--- src/rtl/seq_divider.sv ---
// Multi-cycle restoring divider: one quotient bit per clock, MSB first.
// Signed operations divide magnitudes, then fix the signs of the results.
module seq_divider #(
    parameter int WIDTH     = 8,
    parameter bit SIGNED_EN = 1'b1
) (
    input  logic             clock,
    input  logic             reset,
    input  logic             start,
    input  logic             signed_op,
    input  logic [WIDTH-1:0] x,
    input  logic [WIDTH-1:0] y,
    output logic             ready,
    output logic             valid,
    output logic [WIDTH-1:0] q,
    output logic [WIDTH-1:0] r,
    output logic             error
);

    localparam int CW = $clog2(WIDTH);

    typedef enum logic [1:0] {S_IDLE, S_RUN, S_FIX, S_DONE} state_t;

    state_t           state_reg, state_next;
    logic [CW-1:0]    cnt_reg;
    logic [WIDTH-1:0] mag_x_reg, mag_y_reg, rem_reg, quo_reg;
    logic             neg_q_reg, neg_r_reg;
    logic [WIDTH-1:0] q_reg, r_reg;
    logic             error_reg;

    logic             accept;
    logic             signed_mode;
    logic             x_neg, y_neg;
    logic [WIDTH-1:0] x_mag, y_mag;
    logic [WIDTH:0]   trial, diff;
    logic             bit_q;
    logic [WIDTH-1:0] rem_step;

    assign accept      = start && ((state_reg == S_IDLE) || (state_reg == S_DONE));
    assign signed_mode = SIGNED_EN && signed_op;
    assign x_neg       = signed_mode && x[WIDTH-1];
    assign y_neg       = signed_mode && y[WIDTH-1];
    assign x_mag       = x_neg ? (~x + 1'b1) : x;
    assign y_mag       = y_neg ? (~y + 1'b1) : y;

    // The borrow out of the trial subtraction doubles as the compare:
    // the partial remainder is always below mag_y, so diff fits in WIDTH+1 bits.
    assign trial    = {rem_reg, mag_x_reg[cnt_reg]};
    assign diff     = trial - {1'b0, mag_y_reg};
    assign bit_q    = ~diff[WIDTH];
    assign rem_step = bit_q ? diff[WIDTH-1:0] : trial[WIDTH-1:0];

    always_ff @(posedge clock or negedge reset) begin
        if (!reset) begin
            state_reg <= S_IDLE;
        end else begin
            state_reg <= state_next;
        end
    end

    always_comb begin
        state_next = state_reg;
        case (state_reg)
            S_IDLE, S_DONE: begin
                if (start) begin
                    state_next = (y == '0) ? S_DONE : S_RUN;
                end
            end
            S_RUN: begin
                if (cnt_reg == '0) begin
                    state_next = S_FIX;
                end
            end
            S_FIX:   state_next = S_DONE;
            default: state_next = S_IDLE;
        endcase
    end

    always_comb begin
        ready = (state_reg == S_IDLE) || (state_reg == S_DONE);
        valid = (state_reg == S_DONE);
    end

    always_ff @(posedge clock or negedge reset) begin
        if (!reset) begin
            cnt_reg   <= '0;
            mag_x_reg <= '0;
            mag_y_reg <= '0;
            rem_reg   <= '0;
            quo_reg   <= '0;
            neg_q_reg <= 1'b0;
            neg_r_reg <= 1'b0;
            q_reg     <= '0;
            r_reg     <= '0;
            error_reg <= 1'b0;
        end else if (accept) begin
            cnt_reg   <= CW'(WIDTH - 1);
            mag_x_reg <= x_mag;
            mag_y_reg <= y_mag;
            rem_reg   <= '0;
            quo_reg   <= '0;
            neg_q_reg <= x_neg ^ y_neg;
            neg_r_reg <= x_neg;
            if (y == '0) begin
                q_reg     <= '1;
                r_reg     <= x;
                error_reg <= 1'b1;
            end
        end else if (state_reg == S_RUN) begin
            rem_reg <= rem_step;
            quo_reg <= {quo_reg[WIDTH-2:0], bit_q};
            if (cnt_reg != '0) begin
                cnt_reg <= cnt_reg - 1'b1;
            end
        end else if (state_reg == S_FIX) begin
            q_reg     <= neg_q_reg ? (~quo_reg + 1'b1) : quo_reg;
            r_reg     <= neg_r_reg ? (~rem_reg + 1'b1) : rem_reg;
            error_reg <= 1'b0;
        end
    end

    assign q     = q_reg;
    assign r     = r_reg;
    assign error = error_reg;

endmodule

--- config.mk ---
export PLATFORM = sky130hd
export DESIGN_NAME = seq_divider
export DESIGN_NICKNAME = d
export VERILOG_FILES = /design/src/rtl/seq_divider.sv
export SDC_FILE = /design/constraint.sdc
export NUM_CORES = 1
export LEC_CHECK = 0
export ABC_AREA = 1
export BUFFER_PORTS_ARGS = -buffer_cell sky130_fd_sc_hd__buf_2
export CORE_MARGIN = 2
export CORE_UTILIZATION = 40
export CTS_CLUSTER_SIZE = 16
export DETAILED_ROUTE_END_ITERATION = 8
export HOLD_SLACK_MARGIN = 0.06
export PLACE_DENSITY_LB_ADDON = 0.05
export SKIP_CTS_REPAIR_TIMING = 1
export SLEW_MARGIN = 20
export SYNTH_ARGS = -nofsm -noshare
export SYNTH_HDL_FRONTEND = slang
export SYNTH_SLANG_ARGS = --single-unit
export TNS_END_PERCENT = 30
--- constraint.sdc ---
create_clock -name clock -period 2.6 [get_ports clock]
set_input_delay 0.52 -clock clock [delete_from_list [all_inputs] [get_ports clock]]
set_output_delay 0.52 -clock clock [all_outputs]
set_load 0.02 [all_outputs]
Word-level counts from Yosys, hierarchy flattened
Index checks and enable logic that the tools add are counted.
Storage, ports and cells
  flip-flop bits (word level): 56
  output and inout bits: 19
  logic and storage cells: 76
Cells by class
  $add $sub $neg: 6
  magnitude comparators: 1
  equal/unequal tests: 7
  multiplexer cells: 30
  bitwise operators: 6
  reduce and logical (&&, ||, !) cells: 15
Operators with widths (count)
  2-to-1 mux 8 bit: 17
  adder 8 x 1 -> 8 bit (second input constant): 4
  inverter 8 bit: 4
  2-to-1 mux 3 bit: 3
  subtractor 9 x 8 -> 9 bit: 1
  zero test 8 bit: 1
  2-to-1 mux 2 bit: 3
  inequality test 2 bit (second input constant): 3
  case mux 2 bit (3 select lines): 1
  nonzero test 2 bit: 3
  2-to-1 mux 1 bit: 5
  == test 2 bit (second input constant): 2
  < comparator 3 x 4 -> 1 bit (second input constant): 1
  AND reduction 2 bit: 2
  binary-select mux 1 bit (select 3 bit): 1
  logical AND 1 bit: 3
  zero test 3 bit: 1
  AND reduction 3 bit: 1
  nonzero test 3 bit: 1
  subtractor 3 x 1 -> 3 bit (second input constant): 1
  == test 2 x 1 -> 1 bit (second input constant): 1
  zero test 2 bit: 1
  inequality test 2 x 1 -> 1 bit (second input constant): 1
  OR reduction 2 bit: 1
  3 further kinds: 3

Logic depth before layout (Yosys ltp)
  depth in word-level cells: 6
  mapped depth: 18

Worst setup path before layout
OpenSTA, ideal clock, no wires.
  kind: reg-to-reg
  start point: reg cnt_reg[0]
  end point: reg rem_reg[1]
  library setup time: 0.116 ns
  arrival: 2.142 ns
  data required time: 2.484 ns
  setup slack: 0.342 ns
  stages on the path, launching flop included: 18
  buffers on the path: 1
  period minus slack after synthesis: 2.258 ns
  path through: dfrtp_1 -> clkbuf_1 -> o211ai_1 -> nand3_1 -> nand2_1 -> ha_1 -> inv_1 -> fa_1 -> nand2_1 -> nand2_2 -> nand3_2 -> nand2_2 -> nand2_4 -> nand2_8 -> nand2_4 -> nand2_2 -> nand2_1 -> nand2_1
Between the ends
  longest elaborated chain between the ends: 6
Ends and longest elaborated chain
  start, declared: RTL line 25  | logic [CW-1:0] cnt_reg;
  start signal, assigned: RTL line 97  | cnt_reg <= CW'(WIDTH - 1);
  start signal, assigned: RTL line 113  | cnt_reg <= cnt_reg - 1'b1;
  binary-select mux 1 bit (select 3 bit): RTL line 48  | assign trial = {rem_reg, mag_x_reg[cnt_reg]};
  2-to-1 mux 1 bit (not written as such): RTL line 48
  subtractor 9 x 8 -> 9 bit: RTL line 49  | assign diff = trial - {1'b0, mag_y_reg};
  2-to-1 mux 8 bit: RTL line 51  | assign rem_step = bit_q ? diff[WIDTH-1:0] : trial[WIDTH-1:0];
  2-to-1 mux 8 bit: RTL line 109  | end else if (state_reg == S_RUN) begin
  2-to-1 mux 8 bit: RTL line 96  | end else if (accept) begin
  end signal, assigned: RTL line 110  | rem_reg <= rem_step;
  end, declared: RTL line 26  | logic [WIDTH-1:0] mag_x_reg, mag_y_reg, rem_reg, quo_reg;
Every way passes these cells. The select of a mux whose other input is x is not followed.
A chain may end at the register's enable or synchronous reset.

Final worst setup path
Same ends and word-level chain as after synthesis.

==> results_dict.tcl <==
set metrics [dict create \
    tightest_slew_ns 0.441 \
    path_class "reg2reg" \
    setup-violations-final 0 \
    met3_usage_pct 2.74 \
    pin_count 39 \
    synth_cells 468 \
    die_h_um 99.6 \
    grt_pass1_vias 3056 \
    syn2layout_area_growth_pct 11.7 \
    critical_path.slowest_cell "dfrtp_2" \
    skew_ns 0.0150 \
    drv_slew 0 \
    place_area_sq_um 3950 \
    cts_tree "done" \
    worstPathCellList "buf_6 > a21oi_1 > o21ai_0 > nand3_1 > nand2_2 > ha_1 > inv_1 > fa_2 > nand2_2 > nand2_2 > nand3_4 > nand2_2 > nand2_4 > nand2_8 > nand2_4 > nand2_2 > nand2_1 > nand2_1" \
    fin_util_pct 46.3 \
    drc_errors 0 \
    hold_slack_ns 0.203 \
    met2_usage_pct 30.6 \
    setup_tns_ns 0 \
    fp.dieW_um 99.6 \
    initial_utilization_pct 41.5 \
    fin_area_sq_um 4080 \
    final_hold_viol_count 0 \
    hpwl_um 6690 \
    worst_slack_ns 0.193 \
    clock_latency_ns 0.32 \
    drt_iter0_markers 114 \
    port_buffers 38 \
    grtUsageMet1_pct 27.6 \
    worst_setup_path_start_kind "flip-flop" \
    cp.arrival_ns 2.62 \
    row_count 34 \
    cts_root_buffer "clkbuf_8" \
    ir_drop_v 0.000433 \
    min_period_ns 2.41 \
    gr-max-usage-layer "met2" \
    clockBufferDepth 2 \
    placed_cells 608 \
    multi_input_area_sq_um 1910 \
    place_worst_setup_slack_ns 0.172 \
    power_mw 4.90 \
    wl_um 8800 \
    dr.pass1.iters 4 \
    ys_types 41 \
    clk_pin_slew_ns 0.11 \
    critPathMaxFanout 8 \
    ys_seq_area_share_pct 38.4 \
    vias_per_cell 4.98 \
    max_slew_margin_pct 70.4 \
    globalplace.congestion 0.825 \
    crit_top_cell "nand2_2" \
    dieArea_sq_um 9910 \
    ff_latch_area_sq_um 1400 \
    p_leak_nw 2.10 \
    antenna_found_initial 0 \
    drtAntennaViolNets 0 \
    n_fill_cell 924 \
    htree_levels 2 \
    grt_max_degree 57 \
    clock-sinks 56 \
    avgRoutedWirePerCell_um 14.2 \
    cts_made_buffers 5 \
    core_sq_um 8810 \
    yosysWarnings 0 \
    grt_pass1_wl_um 15100 \
    end_kind "flip-flop" \
    maxCapViolations 0 \
    crit_required_ns 2.82 \
    fin_crit_sh_pct 92.6 \
    vias 3080 \
    syn_avg_cell_area_sq_um 7.81 \
    status "finished clean" \
    hold_path_class "in2async" \
    grt.overflow.total 0 \
    rsz0062_at_grt "false" \
    clock.fmax_mhz 415 \
    syn-cell-area_sq_um 3650 \
    layout.cells.non_filler 619 \
    grt_usage_pct 19.0 \
    ys_ff_latch 56 \
    drive_above_1_share_pct 18.6 \
    syn-num-nets 507 \
    num-nets-final 549 \
    antennaDiodeCount 0 \
    p_per_area_nw_per_um2 1200 \
    crit_path_max_incr_delay_ns 0.43 \
]
==> worst max-delay path: cells and delay by family, from the launching register on <==
family | cells | cell delay, ns
and+or+nand+nor | 12 | 1.00
adders and majority gates | 2 | 0.54
DFF | 1 | 0.43
buffers and inverters | 2 | 0.19
AOI/OAI and AO/OA | 2 | 0.13
==> Yosys cell counts, drive strengths merged <==
cell type / instances / area (sq um)
o31ai: 1 / 7.51
nand2: 117 / 515
nand3b: 4 / 30.0
xor2: 6 / 52.6
or2: 3 / 21.3
nor3: 4 / 20.0
and3: 1 / 6.26
inv: 77 / 292
nand3: 42 / 228
o22ai: 8 / 50.1
a31oi: 1 / 6.26
o211ai: 3 / 22.5
xnor2: 2 / 17.5
a21oi: 32 / 201
ha: 18 / 225
o21ai: 51 / 270
fa: 1 / 20.0
dfrtp: 56 / 1400
buf: 7 / 56.3
clkbuf: 2 / 7.51
o221ai: 1 / 8.76
nor2: 26 / 156
nand4: 5 / 37.5
==> final cells by class <==
class                   count  area share (%)
multi-input cells         326            46.9
flip-flops and latches     56            34.4
inverters                  77            7.15
repair buffers             44            6.16
well taps                 108            3.31
clock buffers               7            1.87
clock inverters             1           0.215
==> worst paths after layout <==
kind | start | endpoint | slack (ns) | depth (start not counted)
worst min-delay path | reset | mag_x_reg[3] | 0.20 | 2
min in group clock | x[3] | mag_x_reg[3] | 0.42 | 2
worst max-delay path | cnt_reg[0] | rem_reg[1] | 0.19 | 18
max in group asynchronous | reset | cnt_reg[0] | 2.14 | 2
worst min register to register | r[0] | r[0] | 0.47 | 2
worst max register to register | cnt_reg[0] | rem_reg[1] | 0.19 | 18
==> layer usage <==
| layer | up-vias | part of all wire (%) |
|---|---|---|
| met4 | 0 | 0.72 |
| met5 | - | 0 |
| li1 | 1604 | - |
| met1 | 1414 | 50 |
| met2 | 53 | 46 |
| met3 | 9 | 3.3 |
==> power breakdown <==
part / switching (mW) / internal [mW]
clock network: 0.297 / 0.194
registers: 0.208 / 1.19
logic: 1.95 / 1.06
total: 2.46 / 2.45
==> cells in the final DEF, fill, tap and decap left out, types with 8 or more instances in the layout <==
cell type / synthesis / final
nand2_2: 9 / 12
o21ai_0: 36 / 36
dfrtp_1: 56 / 55
ha_1: 18 / 18
nand2_1: 102 / 99
o22ai_1: 8 / 8
nor2_1: 19 / 19
buf_2: 3 / 38
nand3_1: 40 / 40
inv_1: 73 / 73
o21ai_1: 11 / 11
a21oi_1: 27 / 27
==> kinds of logic (layout without fill, tap and decap cells) <==
group	Yosys count	count (layout)	share of synthesized area [%]
AND/OR/NAND/NOR	202	202	27.8
buffers and inverters	86	129	9.73
AO/OA/AOI/OAI	97	97	15.5
XOR/XNOR	8	8	1.92
adder cells (fa/ha/maj)	19	19	6.71
flip-flops	56	56	38.4
No activity file was read; power rests on OpenSTA's default activity.
